$ cat config.mk
export PLATFORM = sky130hd
export DESIGN_NAME = mem_access_unit
export DESIGN_NICKNAME = d
export VERILOG_FILES = /design/src/rtl/mem_access_unit.sv
export SDC_FILE = /design/constraint.sdc
export NUM_CORES = 1
export LEC_CHECK = 0
export CAP_MARGIN = 10
export CORE_AREA = 2 2 121 123
export CTS_CLUSTER_DIAMETER = 120
export DETAILED_ROUTE_END_ITERATION = 10
export DIE_AREA = 0 0 123 125
export GPL_ROUTABILITY_DRIVEN = 0
export PLACE_DENSITY = 0.82
export SETUP_SLACK_MARGIN = 0.5
export SYNTH_ARGS = -nofsm -noshare
export SYNTH_HDL_FRONTEND = slang
export SYNTH_SLANG_ARGS = --single-unit
$ cat constraint.sdc
create_clock -name clk -period 2 [get_ports clk]
set_clock_uncertainty 0.05 [all_clocks]
set_input_delay 0.3 -clock clk [delete_from_list [all_inputs] [get_ports clk]]
set_output_delay 0.3 -clock clk [all_outputs]
set_load 0.01 [all_outputs]
$ cat src/rtl/mem_access_unit.sv
// Byte-addressed load/store front end for a word-addressed RAM: alignment checks, load extraction, sub-word read-modify-write.
// Optional feature macro MAU_BOUNDS_CHECK_EN rejects byte addresses beyond the RAM's 2^ADDR_WIDTH words.
module mem_access_unit #(
    parameter int ADDR_WIDTH = 14
) (
    input  logic        clk,
    input  logic        rst_n,
    input  logic        req_valid,
    output logic        req_ready,
    input  logic        req_write,
    input  logic [1:0]  req_size,
    input  logic        req_signed,
    input  logic [31:0] req_addr,
    input  logic [31:0] req_wdata,
    output logic        resp_valid,
    output logic        resp_error,
    output logic [31:0] resp_rdata,
    output logic [31:0] ram_address,
    output logic [31:0] ram_data_in,
    output logic        ram_write_enable,
    output logic        ram_read_enable,
    input  logic [31:0] ram_data_out
);

    typedef enum logic [2:0] {
        IDLE      = 3'd0,
        READ      = 3'd1,
        WRITE     = 3'd2,
        RMW_READ  = 3'd3,
        RMW_WRITE = 3'd4
    } state_e;

`ifdef MAU_BOUNDS_CHECK_EN
    localparam logic BOUNDS_EN = 1'b1;
`else
    localparam logic BOUNDS_EN = 1'b0;
`endif

    state_e      state_q;
    logic        ready_q;
    logic        resp_valid_q;
    logic        resp_error_q;
    logic [31:0] resp_rdata_q;
    logic [31:0] ram_address_q;
    logic [31:0] ram_data_in_q;
    logic        rd_en_q;
    logic        wr_en_q;
    logic [1:0]  lane_q;
    logic [1:0]  size_q;
    logic        signed_q;
    logic [15:0] wdata_q;

    logic        accept_s;
    logic        misaligned_s;
    logic        out_of_range_s;
    logic        reject_s;
    logic [31:0] load_word_d;
    logic [31:0] merge_word_d;

    // Little-endian lane select plus optional sign extension of a RAM word.
    function automatic logic [31:0] load_extract(input logic [31:0] word, input logic [1:0] lane,
                                                 input logic [1:0] size, input logic sgn);
        logic [7:0]  b;
        logic [15:0] h;
        logic [31:0] r;
        case (lane)
            2'd0:    b = word[7:0];
            2'd1:    b = word[15:8];
            2'd2:    b = word[23:16];
            2'd3:    b = word[31:24];
            default: b = word[7:0];
        endcase
        h = lane[1] ? word[31:16] : word[15:0];
        case (size)
            2'b00:   r = {{24{sgn & b[7]}}, b};
            2'b01:   r = {{16{sgn & h[15]}}, h};
            default: r = word;
        endcase
        return r;
    endfunction

    // Replace one byte or halfword lane of a RAM word with right-justified store data.
    function automatic logic [31:0] store_merge(input logic [31:0] word, input logic [1:0] lane,
                                                input logic [1:0] size, input logic [15:0] data);
        logic [31:0] m;
        m = word;
        if (size == 2'b01) begin
            if (lane[1]) m[31:16] = data;
            else         m[15:0]  = data;
        end else begin
            case (lane)
                2'd0:    m[7:0]   = data[7:0];
                2'd1:    m[15:8]  = data[7:0];
                2'd2:    m[23:16] = data[7:0];
                2'd3:    m[31:24] = data[7:0];
                default: m[7:0]   = data[7:0];
            endcase
        end
        return m;
    endfunction

    assign accept_s       = req_valid && req_ready;
    assign misaligned_s   = (req_size == 2'b11) ||
                            ((req_size == 2'b01) && req_addr[0]) ||
                            ((req_size == 2'b10) && (req_addr[1:0] != 2'b00));
    assign out_of_range_s = BOUNDS_EN && ((req_addr >> (ADDR_WIDTH + 2)) != 32'd0);
    assign reject_s       = misaligned_s || out_of_range_s;
    assign load_word_d    = load_extract(ram_data_out, lane_q, size_q, signed_q);
    assign merge_word_d   = store_merge(ram_data_out, lane_q, size_q, wdata_q);

    // Request FSM; every output is registered and set up one cycle ahead of the state that uses it.
    always_ff @(posedge clk or negedge rst_n) begin
        if (!rst_n) begin
            state_q       <= IDLE;
            ready_q       <= 1'b1;
            resp_valid_q  <= 1'b0;
            resp_error_q  <= 1'b0;
            resp_rdata_q  <= 32'd0;
            ram_address_q <= 32'd0;
            ram_data_in_q <= 32'd0;
            rd_en_q       <= 1'b0;
            wr_en_q       <= 1'b0;
            lane_q        <= 2'd0;
            size_q        <= 2'd0;
            signed_q      <= 1'b0;
            wdata_q       <= 16'd0;
        end else begin
            resp_valid_q <= 1'b0;
            resp_error_q <= 1'b0;
            rd_en_q      <= 1'b0;
            wr_en_q      <= 1'b0;
            case (state_q)
                IDLE: begin
                    if (accept_s) begin
                        ram_address_q <= {2'b00, req_addr[31:2]};
                        lane_q        <= req_addr[1:0];
                        size_q        <= req_size;
                        signed_q      <= req_signed;
                        wdata_q       <= req_wdata[15:0];
                        if (reject_s) begin
                            resp_valid_q <= 1'b1;
                            resp_error_q <= 1'b1;
                            resp_rdata_q <= 32'd0;
                        end else if (!req_write) begin
                            state_q <= READ;
                            ready_q <= 1'b0;
                            rd_en_q <= 1'b1;
                        end else if (req_size == 2'b10) begin
                            state_q       <= WRITE;
                            ready_q       <= 1'b0;
                            wr_en_q       <= 1'b1;
                            ram_data_in_q <= req_wdata;
                        end else begin
                            state_q <= RMW_READ;
                            ready_q <= 1'b0;
                            rd_en_q <= 1'b1;
                        end
                    end
                end
                READ: begin
                    resp_rdata_q <= load_word_d;
                    resp_valid_q <= 1'b1;
                    state_q      <= IDLE;
                    ready_q      <= 1'b1;
                end
                WRITE: begin
                    resp_rdata_q <= 32'd0;
                    resp_valid_q <= 1'b1;
                    state_q      <= IDLE;
                    ready_q      <= 1'b1;
                end
                RMW_READ: begin
                    ram_data_in_q <= merge_word_d;
                    wr_en_q       <= 1'b1;
                    state_q       <= RMW_WRITE;
                end
                RMW_WRITE: begin
                    resp_rdata_q <= 32'd0;
                    resp_valid_q <= 1'b1;
                    state_q      <= IDLE;
                    ready_q      <= 1'b1;
                end
                default: begin
                    state_q <= IDLE;
                    ready_q <= 1'b1;
                end
            endcase
        end
    end

    assign req_ready        = ready_q & rst_n;
    assign resp_valid       = resp_valid_q;
    assign resp_error       = resp_error_q;
    assign resp_rdata       = resp_rdata_q;
    assign ram_address      = ram_address_q;
    assign ram_data_in      = ram_data_in_q;
    assign ram_write_enable = wr_en_q;
    assign ram_read_enable  = rd_en_q;

endmodule

**After elaboration in Yosys (flattened, before gate mapping)**

Cells that the tools add are included.

- Register bits after elaboration: 123
- Bits of input ports: 103
- Output and inout port bits: 101

- Equality and inequality tests: 16
- Multiplexer cells: 40
- Bitwise logic cells: 4
- Reduce and logical (&&, ||, !) cells: 18

Operators with widths:

| operator | number |
|---|---|
| 32-bit two-way mux | 7 |
| 32-bit case mux with 2 select lines | 2 |
| 32-bit case mux with 3 select lines | 1 |
| 16-bit two-way mux | 3 |
| 8-bit two-way mux | 4 |
| 8-bit case mux with 4 select lines | 1 |
| 1-bit two-way mux | 15 |
| 2-bit != test (second input constant) | 5 |
| 2-bit == test (second input constant) | 4 |
| 2-bit by 1-bit == test with 1-bit output (second input constant) | 3 |
| 3-bit by 2-bit == test with 1-bit output (second input constant) | 2 |
| 3-bit two-way mux | 2 |
| 1-bit case mux with 2 select lines | 3 |
| 3-bit case mux with 2 select lines | 1 |
| 3-bit AND reduction | 2 |
| 5-bit AND reduction | 1 |
| 2-bit zero test | 2 |
| 2-bit AND reduction | 2 |
| 2-bit nonzero test | 2 |
| 1-bit bitwise AND | 3 |
| 3-bit by 1-bit == test with 1-bit output (second input constant) | 1 |
| 3-bit == test (second input constant) | 1 |
| 1-bit logical AND | 3 |
| 3-bit zero test | 1 |
| 6 further kinds | 7 |

**Depth between registers and ports, before layout**

- Depth in word-level cells: 7
- Gate-level depth with buffers: 7
- Gate-level depth less buffers: 4

**Worst setup path after synthesis**

Ideal clock, no wire load.

- Kind: reg2reg
- Start: register lane_q[1]
- End: register resp_rdata_q[16] (netlist: resp_rdata[16])
- Data arrival time: 1,729 ps
- Data required time: 1,824 ps
- Setup slack: 95 ps
- Cell stages (with the launch flop): 7
- Path through: dfrtp_1 -> mux4_2 -> a22o_1 -> and4_4 -> buf_6 -> buf_6 -> a221o_1

- Word-level cells in the longest chain between the ends: 5
- Elaborated cells on any way between the ends: 10
- Classes of those cells: 3 x eq/ne; 4 x mux; 2 x bitwise; 1 x reduce/logical

RTL lines:

| item | line | text |
|---|---|---|
| start, declared | 48 | `logic [1:0] lane_q;` |
| start signal, assigned | 136 | `lane_q <= req_addr[1:0];` |
| 2-bit == test, or another cell as far along | 66 | `case (lane)` |
| 8-bit case mux with 4 select lines | 66 |  |
| 1-bit bitwise AND | 75 | `2'b00: r = {{24{sgn & b[7]}}, b};` |
| 32-bit case mux with 2 select lines (*) | 74 | `case (size)` |
| 32-bit case mux with 3 select lines (*) | 132 | `case (state_q)` |
| end signal, assigned | 161 | `resp_rdata_q <= load_word_d;` |
| end, declared | 43 | `logic [31:0] resp_rdata_q;` |

Mark *: on every way between the ends. The rest lies on a longest branch, timed or not.
A chain may end at the register's enable or synchronous reset.

**Final worst setup path**

- Start: register ready_q
- End: register ram_address_q[17] (netlist: ram_address[17])

- Word-level cells in the longest chain between the ends: 3

RTL lines:

| item | line | text |
|---|---|---|
| start, declared | 40 | `logic ready_q;` |
| start signal, assigned | 115 | `ready_q <= 1'b1;` |
| start signal, assigned | 146 | `ready_q <= 1'b0;` |
| start signal, assigned | 150 | `ready_q <= 1'b0;` |
| 1-bit bitwise AND | 191 | `assign req_ready = ready_q & rst_n;` |
| 1-bit logical AND | 102 | `assign accept_s = req_valid && req_ready;` |
| 2-bit AND reduction (no line) | - |  |
| end signal, assigned | 135 | `ram_address_q <= {2'b00, req_addr[31:2]};` |
| end, declared | 44 | `logic [31:0] ram_address_q;` |

Every way passes these cells.

==> results.json <==
{
  "slew_violations": 0,
  "hp-class": "input port to asynchronous set/reset pin",
  "power_leakage_nw": 4.29,
  "io_buffers": 201,
  "post-route-drc-count": 0,
  "synth.cell_area_sq_um": 5710,
  "cp_slowest_cell": "dfstp_2",
  "setup.worst_path.end": "ram_address[17]$_DFFE_PN0P_",
  "min_period_ns": 1.90,
  "wl_um": 19300,
  "cts_max_path_buffers": 2,
  "yosysUniqueCellTypes": 40,
  "netlist_instances": 480,
  "peakVddDrop_uv": 750,
  "fill_cells": 1066,
  "hold_ws_ns": -0.00414,
  "violations": "hold timing",
  "yosys_warnings": 0,
  "drtAntennaViolNets": 0,
  "rows": 44,
  "grt_max_degree": 124,
  "cap_violations": 0,
  "reg2reg_from": "ready_q$_DFFE_PN1P_",
  "clk-insertion-delay-late_ns": 0.42,
  "dp_hpwl_um": 13100,
  "start_util_pct": 40.2,
  "grtUsageTotal_pct": 25.6,
  "final_util_pct": 65.5,
  "fmax_ghz": 0.527,
  "grt_pass1_vias": 5412,
  "pwr_density_cell_nw_per_um2": 1370,
  "antenna_found_initial": 0,
  "status": "finished with violations",
  "drive_gt1_share_pct": 25.7,
  "critical_path_class": "flop to flop",
  "r2r_end": "ram_address[17]$_DFFE_PN0P_",
  "syn2layout_area_growth_pct": 63.1,
  "drt_iter0_drc": 326,
  "hold_viol": 5,
  "rrSetupSlack_ns": 0.10,
  "grt_first_pass_wirelength_um": 29700,
  "htree_levels": 4,
  "cp.arrival_ns": 2.15,
  "slowest_delay_ns": 0.53,
  "slew_headroom_pct": 56.7,
  "synth_seq_cells": 123,
  "clk_pin_slew_ns": 0.05,
  "cts.sink_count": 123,
  "mostFrequentLayoutCells": "dfrtp_1, clkdlybuf4s50_1, dlygate4sd2_1",
  "tightest_slew_ns": 0.650,
  "path_cells": "nand4b_1, buf_4, or2_4, buf_12, buf_16, mux2_4",
  "vias": 5220,
  "yosysSeqAreaShare_pct": 53.9,
  "critPathRequiredTime_ns": 2.25,
  "cts_buffers": 17,
  "fp.coreArea_sq_um": 14200,
  "dr.pass1.iters": 4,
  "syn_area_per_cell_sq_um": 11.9,
  "via_per_inst": 5.65,
  "die_w_um": 123,
  "rsz0062_at_grt": "true",
  "worstSetupEndpointType": "flop",
  "period_share_pct": 94.9,
  "grt-ovfl-total": 0,
  "fin_cells": 924,
  "cts-root-buf": "clkbuf_16",
  "r2r_cells": 6,
  "cts_tree": "built",
  "avgRoutedWirePerCell_um": 20.9,
  "crit_start": "ready_q$_DFFE_PN1P_",
  "setup_viol": 0,
  "dieArea_sq_um": 15400,
  "critPathLaunchType": "flop",
  "diodes": 0,
  "layout.nets": 830,
  "dp_cells": 861,
  "ioPinCount": 204,
  "crit_fanout": 7,
  "final_common_cell": "dfrtp_1",
  "die_y_um": 125
}
layout make-up:
type / count / area [sq um] / share of cell area, %
inverter: 21 / 78.8 / 0.847
sequential: 123 / 3080 / 33.1
clock inverter: 7 / 113 / 1.21
multi-input combinational: 300 / 2530 / 27.2
clock buffer: 25 / 495 / 5.32
timing repair buffer: 264 / 2780 / 29.8
tap: 184 / 230 / 2.47
synthesized netlist by cell type, drive strengths merged:
cell | number | area [sq um]
nor2b | 1 | 6.26
a21o | 8 | 60.1
dfrtp | 122 | 3050
o221ai | 16 | 140
o21ai | 21 | 105
xnor2 | 1 | 8.76
a31oi | 1 | 6.26
conb | 1 | 3.75
nand2 | 34 | 128
or2 | 4 | 25.0
inv | 20 | 75.1
a22o | 9 | 78.8
o22ai | 15 | 93.8
and2 | 5 | 31.3
a221oi | 16 | 140
a21oi | 35 | 183
nor4 | 1 | 21.3
dfstp | 1 | 26.3
mux2i | 33 | 330
clkinv | 1 | 3.75
nand3b | 10 | 75.1
nor3b | 1 | 12.5
mux4 | 1 | 22.5
nor2 | 3 | 11.3
a221o | 16 | 160
clkbuf | 23 | 86.3
mux2 | 59 | 664
a211oi | 1 | 12.5
nand4b | 1 | 8.76
nand2b | 2 | 12.5
and4 | 1 | 11.3
or3 | 1 | 6.26
buf | 15 | 96.3
or3b | 1 | 8.76
worst max-delay path, delay by kind of cell (launching register included):
kind          cells  cell delay (ns)
simple gates      2             0.43
flops             1             0.53
buf+inv           3             0.46
mux               1             0.29
per-stage QoR:
step	hold WS [ns]	total power, W	instance area, sq um	setup slack (ns)	TNS [ns]
final	-0.00414	0.0128	9310	0.102	0
after global routing	0.0700	0.0134	9310	0.0365	0
after CTS	0.0335	0.0127	9180	0.111	0
after detailed placement	0.428	0.00968	8170	-0.230	-7.35
after global placement	0.422	0.00949	8170	-0.129	-4.97
after floorplan	-0.0456	0.00695	5900	0.0986	0
power by group:
| group | switching (W) | internal (W) | total [W] |
|---|---|---|---|
| sequential | 0.000734 | 0.00354 | 0.00427 |
| clock | 0.00106 | 0.00209 | 0.00315 |
| combinational | 0.00252 | 0.00283 | 0.00535 |
flip-flops by register name (all words and copies together) (netlist names):
name	count
ram_read_enable	1
ready_q	1
size_q	2
ram_data_in	32
signed_q	1
wdata_q	16
resp_valid	1
state_q	3
resp_rdata	32
ram_write_enable	1
ram_address	30
resp_error	1
lane_q	2
cell families (layout without fill, tap and decap cells):
kind of cell / count (synthesis) / after routing / synth area share (%)
xor+xnor: 1 / 1 / 0.153
other cells: 1 / 2 / 0.0657
buf+inv: 59 / 317 / 4.58
compound gates: 138 / 138 / 17.2
mux: 93 / 93 / 17.8
simple gates: 65 / 66 / 6.27
flops: 123 / 123 / 53.9
repair_timing:
item	CTS	global route
gates cloned	13	1
hold buffers	0	0
setup buffers	11	6
endpoints found under the setup margin	219	123
pin swaps	21	16
resized for setup	123	20
worst min path at each step:
stage | from | to | slack, ns | depth (start not counted)
global placement | resp_rdata[8]$_DFFE_PN0P_ | resp_rdata[8]$_DFFE_PN0P_ | 0.42 | 1
CTS | rst_n | ram_data_in[27]$_DFFE_PN0P_ | 0.03 | 2
finish | rst_n | ram_data_in[0]$_DFFE_PN0P_ | -0.004 | 2
detailed placement | resp_rdata[8]$_DFFE_PN0P_ | resp_rdata[8]$_DFFE_PN0P_ | 0.43 | 1
floorplan | rst_n | lane_q[0]$_DFFE_PN0P_ | -0.05 | 0
global route | rst_n | size_q[1]$_DFFE_PN0P_ | 0.07 | 2
per-layer routing:
metal,wire (um),up-vias,track usage [%]
met5,0,-,0
met2,9640,269,42.1
met4,595,0,10.1
met1,7580,2607,31.2
li1,-,2301,-
met3,1470,43,8.17
No activity file was read; power rests on OpenSTA's default activity.
